### src/rtl/pkc_noise_arbiter.sv
// pkc_noise_arbiter: shares one noise sample source between KeyGen and Enc.
// One requester owns the source for a full N-coefficient burst; coefficients
// at index >= ACTIVE_CNT are emitted as zero without consuming the source.
module pkc_noise_arbiter #(
  parameter int p          = 1049089,
  parameter int N          = 256,
  parameter int logP       = $clog2(p),
  parameter int logN       = $clog2(N),
  parameter int ACTIVE_CNT = N
) (
  input  logic            clk,
  input  logic            reset,
  input  logic            smp_valid,
  input  logic [logP-1:0] smp_data,
  output logic            smp_ready,
  input  logic            kg_req,
  input  logic            kg_ready,
  output logic            kg_valid,
  output logic [logP-1:0] kg_data,
  output logic            kg_done,
  input  logic            enc_req,
  input  logic            enc_ready,
  output logic            enc_valid,
  output logic [logP-1:0] enc_data,
  output logic            enc_done,
  output logic            abort,
  output logic [1:0]      grant_state,
  output logic [logN-1:0] coef_cnt
);
  typedef enum logic [1:0] {IDLE = 2'd0, GRANT_KG = 2'd1, GRANT_ENC = 2'd2} state_t;

  // one extra bit so ACTIVE_CNT == N is representable
  localparam logic [logN:0]   ACT  = (logN+1)'(ACTIVE_CNT);
  localparam logic [logN-1:0] LAST = logN'(N-1);

  state_t          state_q, state_d;
  logic [logN-1:0] cnt_q, cnt_d;
  logic            last_enc_q, last_enc_d;  // 1: Enc owned the previous burst

  logic            own_kg, own_req, own_rdy, active, o_valid, xfer;
  logic [logP-1:0] o_data;

  // next-state and combinational datapath; reset forces every output low
  always_comb begin
    state_d    = state_q;
    cnt_d      = cnt_q;
    last_enc_d = last_enc_q;
    own_kg     = (state_q == GRANT_KG);
    own_req    = own_kg ? kg_req : enc_req;
    own_rdy    = own_kg ? kg_ready : enc_ready;
    active     = ({1'b0, cnt_q} < ACT);
    o_valid    = 1'b0;
    o_data     = '0;
    xfer       = 1'b0;
    smp_ready  = 1'b0;
    kg_valid   = 1'b0;
    kg_data    = '0;
    kg_done    = 1'b0;
    enc_valid  = 1'b0;
    enc_data   = '0;
    enc_done   = 1'b0;
    abort      = 1'b0;
    if (!reset) begin
      case (state_q)
        IDLE: begin
          // round robin on a tie: the requester that did not own last time wins
          if (kg_req && (!enc_req || last_enc_q)) state_d = GRANT_KG;
          else if (enc_req)                      state_d = GRANT_ENC;
        end
        GRANT_KG, GRANT_ENC: begin
          if (!own_req) begin
            // owner walked away: no transfer this cycle, release the source
            abort      = 1'b1;
            state_d    = IDLE;
            cnt_d      = '0;
            last_enc_d = !own_kg;
          end else begin
            // masked coefficients are always-valid zeros and leave the source alone
            o_valid   = active ? smp_valid : 1'b1;
            o_data    = active ? smp_data : '0;
            smp_ready = active && own_rdy;
            xfer      = o_valid && own_rdy;
            if (xfer) begin
              if (cnt_q == LAST) begin
                kg_done    = own_kg;
                enc_done   = !own_kg;
                state_d    = IDLE;
                cnt_d      = '0;
                last_enc_d = !own_kg;
              end else begin
                cnt_d = cnt_q + logN'(1);
              end
            end
          end
          kg_valid  = own_kg && o_valid;
          kg_data   = own_kg ? o_data : '0;
          enc_valid = !own_kg && o_valid;
          enc_data  = own_kg ? '0 : o_data;
        end
        default: state_d = IDLE;
      endcase
    end
  end

  // state, burst counter and round-robin history
  always_ff @(posedge clk) begin
    if (reset) begin
      state_q    <= IDLE;
      cnt_q      <= '0;
      last_enc_q <= 1'b1;
    end else begin
      state_q    <= state_d;
      cnt_q      <= cnt_d;
      last_enc_q <= last_enc_d;
    end
  end

  assign grant_state = reset ? 2'd0 : state_q;
  assign coef_cnt    = reset ? '0 : cnt_q;
endmodule

### config.mk
export PLATFORM = sky130hd
export DESIGN_NAME = pkc_noise_arbiter
export DESIGN_NICKNAME = d
export VERILOG_FILES = /design/src/rtl/pkc_noise_arbiter.sv
export SDC_FILE = /design/constraint.sdc
export NUM_CORES = 1
export LEC_CHECK = 0
export BUFFER_PORTS_ARGS = -buffer_cell sky130_fd_sc_hd__buf_4
export CORE_MARGIN = 2
export CORE_UTILIZATION = 44
export CTS_BUF_LIST = sky130_fd_sc_hd__clkbuf_8
export DETAILED_ROUTE_END_ITERATION = 6
export GPL_TIMING_DRIVEN = 0
export PLACE_DENSITY = 0.88
export SYNTH_ARGS = -nofsm -noshare
export SYNTH_HDL_FRONTEND = slang
export SYNTH_SLANG_ARGS = --single-unit
### constraint.sdc
create_clock -name clk -period 3.2 [get_ports clk]
set_clock_uncertainty 0.2 [all_clocks]
set_input_delay 0.32 -clock clk [delete_from_list [all_inputs] [get_ports clk]]
set_output_delay 0.32 -clock clk [all_outputs]
set_load 0.1 [all_outputs]
==> flow_summary.json, run 1 <==
{
  "top_level_ports": 86,
  "hold_start": "reset",
  "reg2regPathDepth": 8,
  "whs_ps": 202,
  "min_path_type": "in2reg",
  "r2r-start": "state_q[1]",
  "cts_made_buffers": 3,
  "cp_num_buf_inv": 4,
  "clock_path_buffers": 2,
  "crit_fanout": 10,
  "die_area_um2": 2920,
  "die_w_um": 54.1,
  "synthCells": 156,
  "cts_tree": "yes",
  "place_congestion": 0.874,
  "pre_cts_ws_ps": 560,
  "nets": 277,
  "outcome": "complete, no violations",
  "clock_latency_ps": 240,
  "cts_root_buffer": "clkbuf_8",
  "grt_max_degree": 11,
  "drc": 0,
  "worstPathArrival_ps": 2390,
  "fmax_ghz": 0.344,
  "drive_gt1_share_pct": 39.2,
  "synth_area_per_cell_um2": 7.07,
  "combPwrFrac_pct": 52.2,
  "critPathKind": "reg2out",
  "fin_ws_ps": 290,
  "switchingPower_mw": 0.280,
  "whs_path_depth": 3,
  "cp_top_family": "buffers and inverters",
  "ir_drop_mv": 0.387,
  "path_common_cell": "inv_1",
  "setup_viol": 0,
  "synth_nets": 187,
  "place_area_um2": 1790,
  "reg2reg_slack_ps": 990,
  "worst_pin_slew_ps": 488,
  "grt_pass1_vias": 1160,
  "syn2layout_area_growth_pct": 66.3,
  "stdcell_area_um2": 1830,
  "synth_top_area_share_pct": 23.8,
  "layout_common_cells": "buf_4 (85), and2_1 (42), nor2_1 (12)",
  "required_ps": 2680,
  "vias_per_cell": 5.19,
  "initial_core_util_pct": 45.3,
  "dp_hpwl_mm": 2.93,
  "p_seq_share_pct": 24.4,
  "clkPwrFrac_pct": 23.4,
  "rsz0062_at_grt": "no",
  "antenna_cells": 0,
  "hold_end": "cnt_q[5]",
  "grt_pass1_wl_mm": 5.26,
  "wl_per_cell_um": 13.1,
  "path_clk_slew_ps": 50,
  "power.share.switching_pct": 46.9,
  "end_kind": "primary output",
  "cts_sinks": 11,
  "drt_iter0_markers": 36,
  "grt_usage_pct": 24.2,
  "synth_area_leaders": "and2_1 (24%), dfxtp_1 (20%), nor2b_1 (4.5%), o21ai_0 (4.1%), nor2_1 (4.1%)",
  "internal-power_mw": 0.317,
  "p_per_area_nw_per_um2": 326,
  "synth_top_area_cell": "and2_1",
  "synth_cell_type_count": 38,
  "fillers": 205,
  "coreArea_um2": 2430,
  "drt_wl_total_mm": 3.59,
  "drt-pass1-iter-count": 5,
  "slowest_stage": "ha_1",
  "post-route-period-util_pct": 90.9,
  "ant_nets": 0,
  "cp-start-kind": "flip-flop",
  "drv_slew": 0,
  "maxCapViolations": 0,
  "hold_buffers": 0,
  "p_leak_nw": 0.887,
  "timing.rr.end": "cnt_q[5]",
  "dp_cells": 271,
  "fp-row-count": 18,
  "postCtsResizedCells": 0,
  "tns_ps": 0,
  "final_common_cell": "buf_4",
  "relSlewSlack_pct": 67.5,
  "vias": 1426,
  "synth.ff_latch_count": 11,
  "synth_warnings": 0,
  "final_cells": 275,
  "critical_path.cell_chain": "inv_1, ha_1, nand2b_1, nor3_1, clkbuf_1, inv_1, nor2_1, buf_4",
  "dieHeight_um": 54.1,
  "hold_viol_final": 0,
  "cts_htree_levels": 1,
  "crit_path_max_incr_delay_ps": 390,
  "fin_crit_ps": 2910,
  "overflow": 0,
  "post_cts_buffers": 0,
  "yosysSeqAreaShare_pct": 20.0,
  "antenna_found_initial": 0,
  "port_buffers": 85,
  "synth_area_um2": 1100
}
## sequential cells by signal, indices dropped and copies added, names as in the netlist
name        count
cnt_q           8
last_enc_q      1
state_q         2
## cell type report
cell class / count / area (um2) / share of cell area (%)
buffer: 8 / 38.8 / 2.12
clock inverter: 1 / 3.75 / 0.205
sequential: 11 / 220 / 12.0
clock buffer: 3 / 41.3 / 2.25
timing repair buffer: 85 / 638 / 34.8
inverter: 9 / 33.8 / 1.84
multi-input combinational: 128 / 820 / 44.7
tap: 30 / 37.5 / 2.05
## per-stage QoR
step / utilization, % / total power [mW]
final: 75.4 / 0.597
after global routing: 75.4 / 0.622
after CTS: 75.4 / 0.596
after detailed placement: 73.5 / 0.457
after global placement: 73.5 / 0.455
after floorplan: - / 0.378
## tightest hold or removal path, cell delays in order
cell and delay (ps):
buf_4 110, or4_1 100, a21boi_1 60
## power groups by stage
stage                     registers, mW  clock network [mW]  logic [mW]
after floorplan                   0.148                   0       0.230
after global placement            0.148                   0       0.306
after detailed placement          0.149                   0       0.309
after CTS                         0.146               0.139       0.311
after global routing              0.147               0.145       0.330
final                             0.146               0.140       0.312
## metal layers
| layer | track usage (%) | wire length (um) | vias up |
|---|---|---|---|
| li1 | - | - | 714 |
| met1 | 30.3 | 1470 | 628 |
| met2 | 40.7 | 1680 | 75 |
| met3 | 5.83 | 401 | 9 |
| met4 | 7.50 | 34 | 0 |
| met5 | 0 | 0 | - |
## cell usage after synthesis
master	count
nor4_1	1
o32a_1	1
mux2i_4	1
or4b_1	1
o21ba_2	1
and4_1	1
nand3_1	4
mux2i_1	1
nand2b_1	1
or3_1	2
a21oi_1	6
o31ai_1	2
ha_1	3
mux2_2	2
and3_1	3
a32oi_1	1
inv_1	9
nand4_1	3
or4_1	2
nand2_1	9
nor3_1	2
a21boi_1	1
nor2_1	12
a2111o_1	1
buf_2	1
nor2b_1	8
o41ai_1	1
a2bb2oi_1	1
a211oi_1	2
and2_1	42
o21ai_0	9
buf_6	1
a31oi_1	1
a22oi_1	1
clkbuf_1	6
o21a_1	1
dfxtp_1	11
nor3b_1	1
## cells by family after synthesis
group	count (synthesis)	synth area share, %
buffers and inverters	17	6.58
flip-flops	11	20.0
multiplexers	4	4.99
AO/OA/AOI/OAI	29	17.4
AND/OR/NAND/NOR	92	47.7
adder cells (fa/ha/maj)	3	3.41
## how the worst max path moves through the flow
stage                     startpoint         to  depth (start not counted)
final                     state_q[0]   enc_done                          8
after CTS                 state_q[0]   enc_done                          8
after global routing      state_q[0]  enc_valid                          8
after detailed placement  state_q[0]   enc_done                          8
after global placement    state_q[0]  enc_valid                          8
after floorplan           state_q[0]   enc_done                          7
Note: power is estimated with default switching activity, not from simulation.
==> inputs of run 2 (changes only) <==
- ABC_AREA: default -> 1
==> flow_summary.json, run 2 <==
{
  "rsz0062_at_grt": "no",
  "vias": 1543,
  "worst_pin_slew_ps": 514,
  "antenna_found_initial": 0,
  "fin_crit_ps": 2630,
  "postCtsResizedCells": 0,
  "drt_wl_total_mm": 3.63,
  "final_common_cell": "buf_4",
  "synth_edf_count": 0,
  "end_kind": "primary output",
  "die_area_um2": 2940,
  "ys.flop_type": "dfxtp_1",
  "layout_common_cells": "buf_4 (85), nor2_1 (72), inv_1 (42)",
  "largest_reg_flops": 8,
  "die_w_um": 54.2,
  "post_cts_buffers": 0,
  "critPathKind": "reg2out",
  "yosysSeqAreaShare_pct": 19.9,
  "worstPathArrival_ps": 2110,
  "path_clk_slew_ps": 50,
  "fmax_ghz": 0.381,
  "post-route-period-util_pct": 82.0,
  "netlist_top_cells_count": "nor2_1 (72), inv_1 (41), nand2_1 (37)",
  "hold_viol_final": 0,
  "grt_pass1_wl_mm": 5.03,
  "overflow": 0,
  "port_buffers": 85,
  "async_flop_share_pct": 0,
  "synth_area_um2": 1110,
  "relSlewSlack_pct": 65.7,
  "finalPower_mw": 1.28,
  "cts_root_buffer": "clkbuf_8",
  "ant_nets": 0,
  "antenna_cells": 0,
  "synth_top_area_cell": "nor2_1",
  "top_register": "cnt_q",
  "tns_ps": 0,
  "grt_pass1_vias": 1211,
  "required_ps": 2680,
  "top_level_ports": 86,
  "synth_warnings": 0,
  "synth_area_per_cell_um2": 5.30,
  "p_leak_nw": 1.05,
  "synth.ff_latch_count": 11,
  "maxCapViolations": 0,
  "cts_sinks": 11,
  "drt_iter0_markers": 33,
  "synth_cell_type_count": 23,
  "grt_max_degree": 11,
  "nets": 330,
  "drv_slew": 0,
  "dp_hpwl_mm": 3.04,
  "crit_fanout": 10,
  "cts_tree": "yes",
  "drc": 0,
  "wl_per_cell_um": 11.1,
  "vias_per_cell": 4.70,
  "cts_made_buffers": 3,
  "coreArea_um2": 2430,
  "syn2layout_area_growth_pct": 65.5,
  "initial_core_util_pct": 45.6,
  "synthCells": 209,
  "drt-pass1-iter-count": 4,
  "top_regs": "cnt_q: 8 flops, state_q: 2 flops, last_enc_q: 1 flops",
  "fillers": 219,
  "p_per_area_nw_per_um2": 700,
  "cts_htree_levels": 1,
  "dieHeight_um": 54.2,
  "grt_usage_pct": 23.2,
  "outcome": "complete, no violations",
  "synth_top_area_share_pct": 24.4,
  "setup_viol": 0,
  "synth_area_leaders": "nor2_1 (24%), dfxtp_1 (20%), inv_1 (14%), nand2_1 (13%), nand3_1 (5.9%)",
  "place_congestion": 0.894,
  "cp-start-kind": "flip-flop",
  "ir_drop_mv": 0.708,
  "clock_latency_ps": 250,
  "synth.most_common_cell": "nor2_1",
  "min_path_type": "in2reg",
  "synth_nets": 240,
  "hold_buffers": 0,
  "drive_gt1_share_pct": 36.2,
  "clock_path_buffers": 2,
  "fp-row-count": 18
}
run 2: cell types whose count changed in the layout (fill, tap and decap cells not counted), sizes merged, moves of 5 or more:
cell / delta
and2: -42
clkbuf: -5
inv: +34
nand2: +33
nand3: +10
nor2: +63
nor2b: -8
run 2: cell families (layout without fill, tap and decap cells):
family / after synthesis / in the layout / share of synthesized area, %
flip-flops: 11 / 11 / 19.9
adder cells (fa/ha/maj): 3 / 3 / 3.39
buffers and inverters: 49 / 138 / 18.8
AO/OA/AOI/OAI: 11 / 11 / 7.22
AND/OR/NAND/NOR: 135 / 135 / 50.7
run 2: worst max-delay path, cell delays in order, from the launching register on:
cell     delay [ps]
dfxtp_1         350
inv_1            60
ha_1            410
inv_1            80
nor2_2          110
inv_2            70
nor2_2          110
nand2_1         110
buf_6           160
nor2_1           90
buf_4           300
run 2: layout make-up:
class	count	area [um2]	area share [%]
sequential	11	220	12.0
buffer	6	47.5	2.59
inverter	43	161	8.80
timing repair buffer	85	638	34.8
clock inverter	1	3.75	0.205
tap	30	37.5	2.05
clock buffer	3	41.3	2.25
multi-input combinational	149	684	37.3
run 2: per-layer routing:
metal  global-route usage (%)  vias to the layer above  part of all wire (%)
li1                         -                      795                     -
met1                     24.8                      684                    37
met2                     44.6                       60                    51
met3                     5.83                        4                    11
met4                     5.83                        0                  0.94
met5                        0                        -                     0
run 2: stage by stage:
stage | cell area, um2 | worst slack (ps) | hold WS (ps) | instances | util (%)
after global routing | 1830 | 429 | 237 | 328 | 75.4
after detailed placement | 1790 | 850 | 253 | 324 | 73.6
after global placement | 1790 | 907 | 243 | 324 | 73.6
final | 1830 | 575 | 199 | 328 | 75.4
after CTS | 1830 | 582 | 199 | 328 | 75.4
after floorplan | 1110 | 137 | 224 | 209 | -
run 2: power breakdown:
part	leakage [nW]	switching (mW)	internal (mW)
registers	0.0893	0.0132	0.160
logic	0.937	0.738	0.232
clock network	0.0269	0.0569	0.0846
run 2: final timing paths:
| kind | slack, ps | cells past startpoint | to | start |
|---|---|---|---|---|
| min reg2reg | 270 | 2 | last_enc_q | last_enc_q |
| min | 200 | 4 | cnt_q[7] | reset |
| max reg2reg | 1410 | 10 | cnt_q[5] | state_q[1] |
| max | 570 | 10 | enc_data[3] | state_q[0] |
==> inputs of run 3 (changes only) <==
- CORE_UTILIZATION: 44 -> 41
- PLACE_DENSITY: 0.88 -> 0.83
- clock period: 3.2 -> 2.6 ns (I/O delays scaled with it)
==> flow_summary.json, run 3 (synthesized netlist as in run 2, its figures left out) <==
{
  "outcome": "complete, no violations",
  "reg2reg_slack_ps": 790,
  "final_common_cell": "buf_4",
  "fillers": 219,
  "power.share.switching_pct": 62.2,
  "top_register": "cnt_q",
  "fp-row-count": 18,
  "p_seq_share_pct": 13.0,
  "vias": 1516,
  "top_regs": "cnt_q: 8 flops, state_q: 2 flops, last_enc_q: 1 flops",
  "crit_path_max_incr_delay_ps": 340,
  "clkPwrFrac_pct": 10.9,
  "post-route-period-util_pct": 94.8,
  "grt_usage_pct": 24.0,
  "drt_iter0_markers": 56,
  "post_cts_buffers": 0,
  "critPathKind": "reg2out",
  "layout_common_cells": "buf_4 (73), nor2_1 (56), inv_1 (42)",
  "p_per_area_nw_per_um2": 849,
  "top_level_ports": 86,
  "initial_core_util_pct": 43.9,
  "worst_pin_slew_ps": 515,
  "coreArea_um2": 2520,
  "cts_htree_levels": 1,
  "vias_per_cell": 4.62,
  "syn2layout_area_growth_pct": 74.6,
  "fin_crit_ps": 2470,
  "multi_input_area_um2": 737,
  "relSlewSlack_pct": 65.6,
  "drt-pass1-iter-count": 4,
  "hold_buffers": 0,
  "ir_drop_mv": 0.721,
  "postCtsResizedCells": 0,
  "fin_ws_ps": 135,
  "rsz0062_at_grt": "no",
  "maxCapViolations": 0,
  "antenna_found_initial": 0,
  "ant_nets": 0,
  "crit_fanout": 10,
  "end_kind": "primary output",
  "wl_per_cell_um": 11.7,
  "grt_pass1_vias": 1354,
  "dieHeight_um": 56,
  "port_buffers": 85,
  "cts_root_buffer": "clkbuf_8",
  "p_leak_nw": 1.06,
  "grt_pass1_wl_mm": 6.09,
  "path_clk_slew_ps": 50,
  "nets": 330,
  "required_ps": 2140,
  "die_area_um2": 3140,
  "switchingPower_mw": 1.02,
  "clock_path_buffers": 2,
  "pre_cts_ws_ps": 329,
  "hold_viol_final": 0,
  "grt_max_degree": 11,
  "combPwrFrac_pct": 76.1,
  "finalPower_mw": 1.64,
  "setup_viol": 0,
  "seqCellArea_um2": 220,
  "worstPathArrival_ps": 2010,
  "min_path_type": "in2reg",
  "antenna_cells": 0,
  "clock_latency_ps": 250,
  "cts_tree": "yes",
  "slowest_stage": "dfxtp_1",
  "drive_gt1_share_pct": 41.9,
  "cp-start-kind": "flip-flop",
  "internal-power_mw": 0.621,
  "fmax_ghz": 0.406,
  "place_congestion": 0.848,
  "drv_slew": 0,
  "critical_path.cell_chain": "inv_1, ha_4, inv_1, nor2_2, inv_2, nor2_2, nand2_1, buf_6, nor2_1, buf_4",
  "drt_wl_total_mm": 3.84,
  "dp_hpwl_mm": 3.08,
  "cts_sinks": 11,
  "die_w_um": 56,
  "largest_reg_flops": 8,
  "drc": 0,
  "overflow": 0,
  "cts_made_buffers": 3
}
## run 3: cell count changes in the layout (fill, tap and decap cells not counted)
cell | before | now
nor2_1 | 72 | 56
nor2_2 | 3 | 19
buf_4 | 85 | 73
buf_6 | 3 | 14
buf_8 | 0 | 1
ha_1 | 3 | 2
ha_4 | 0 | 1
## run 3: area by class of cell
| type | count | share of cell area [%] |
|---|---|---|
| clock buffers | 3 | 2.13 |
| well taps | 30 | 1.94 |
| inverters | 43 | 8.34 |
| clock inverters | 1 | 0.194 |
| repair buffers | 85 | 35.5 |
| flip-flops and latches | 11 | 11.4 |
| plain buffers | 6 | 2.46 |
| multi-input cells | 149 | 38.1 |
## run 3: critical path, delay by kind of cell, from the launching register on
family                     cells  cell delay, ps
adders and majority gates      1             310
buffers and inverters          5             680
DFF                            1             340
and+or+nand+nor                4             420
## run 3: worst paths after layout
kind | end | cells past startpoint | from
worst min-delay path | cnt_q[7] | 4 | reset
worst max register to register | cnt_q[0] | 10 | state_q[1]
worst min register to register | last_enc_q | 2 | last_enc_q
worst max-delay path | enc_data[9] | 10 | state_q[0]
## run 3: through the flow
stage | instance area [um2] | instances | setup TNS (ps) | hold slack [ps] | util [%]
finish | 1940 | 328 | 0 | 143 | 76.7
global route | 1940 | 328 | 0 | 176 | 76.7
CTS | 1870 | 328 | 0 | 135 | 74.2
detailed placement | 1830 | 324 | 0 | 255 | 72.4
global placement | 1830 | 324 | 0 | 240 | 72.4
floorplan | 1150 | 209 | -12400 | 224 | -
## run 3: power by group through the flow
stage | clock network, mW | logic [mW] | registers, mW
4_1_cts | 0.183 | 1.21 | 0.213
5_1_grt | 0.187 | 1.32 | 0.217
6_report | 0.179 | 1.25 | 0.214
3_3_place_gp | 0 | 1.20 | 0.215
3_5_place_dp | 0 | 1.21 | 0.217
2_1_floorplan | 0 | 0.978 | 0.212
## run 3: metal layers
metal / vias to the layer above / wire length, um / GRT usage, % / share of wire (%)
li1: 796 / - / - / -
met1: 657 / 1640 / 30.6 / 43
met2: 56 / 1840 / 39.3 / 48
met3: 7 / 277 / 3.95 / 7.2
met4: 0 / 82 / 10.9 / 2.1
met5: - / 0 / 0 / 0
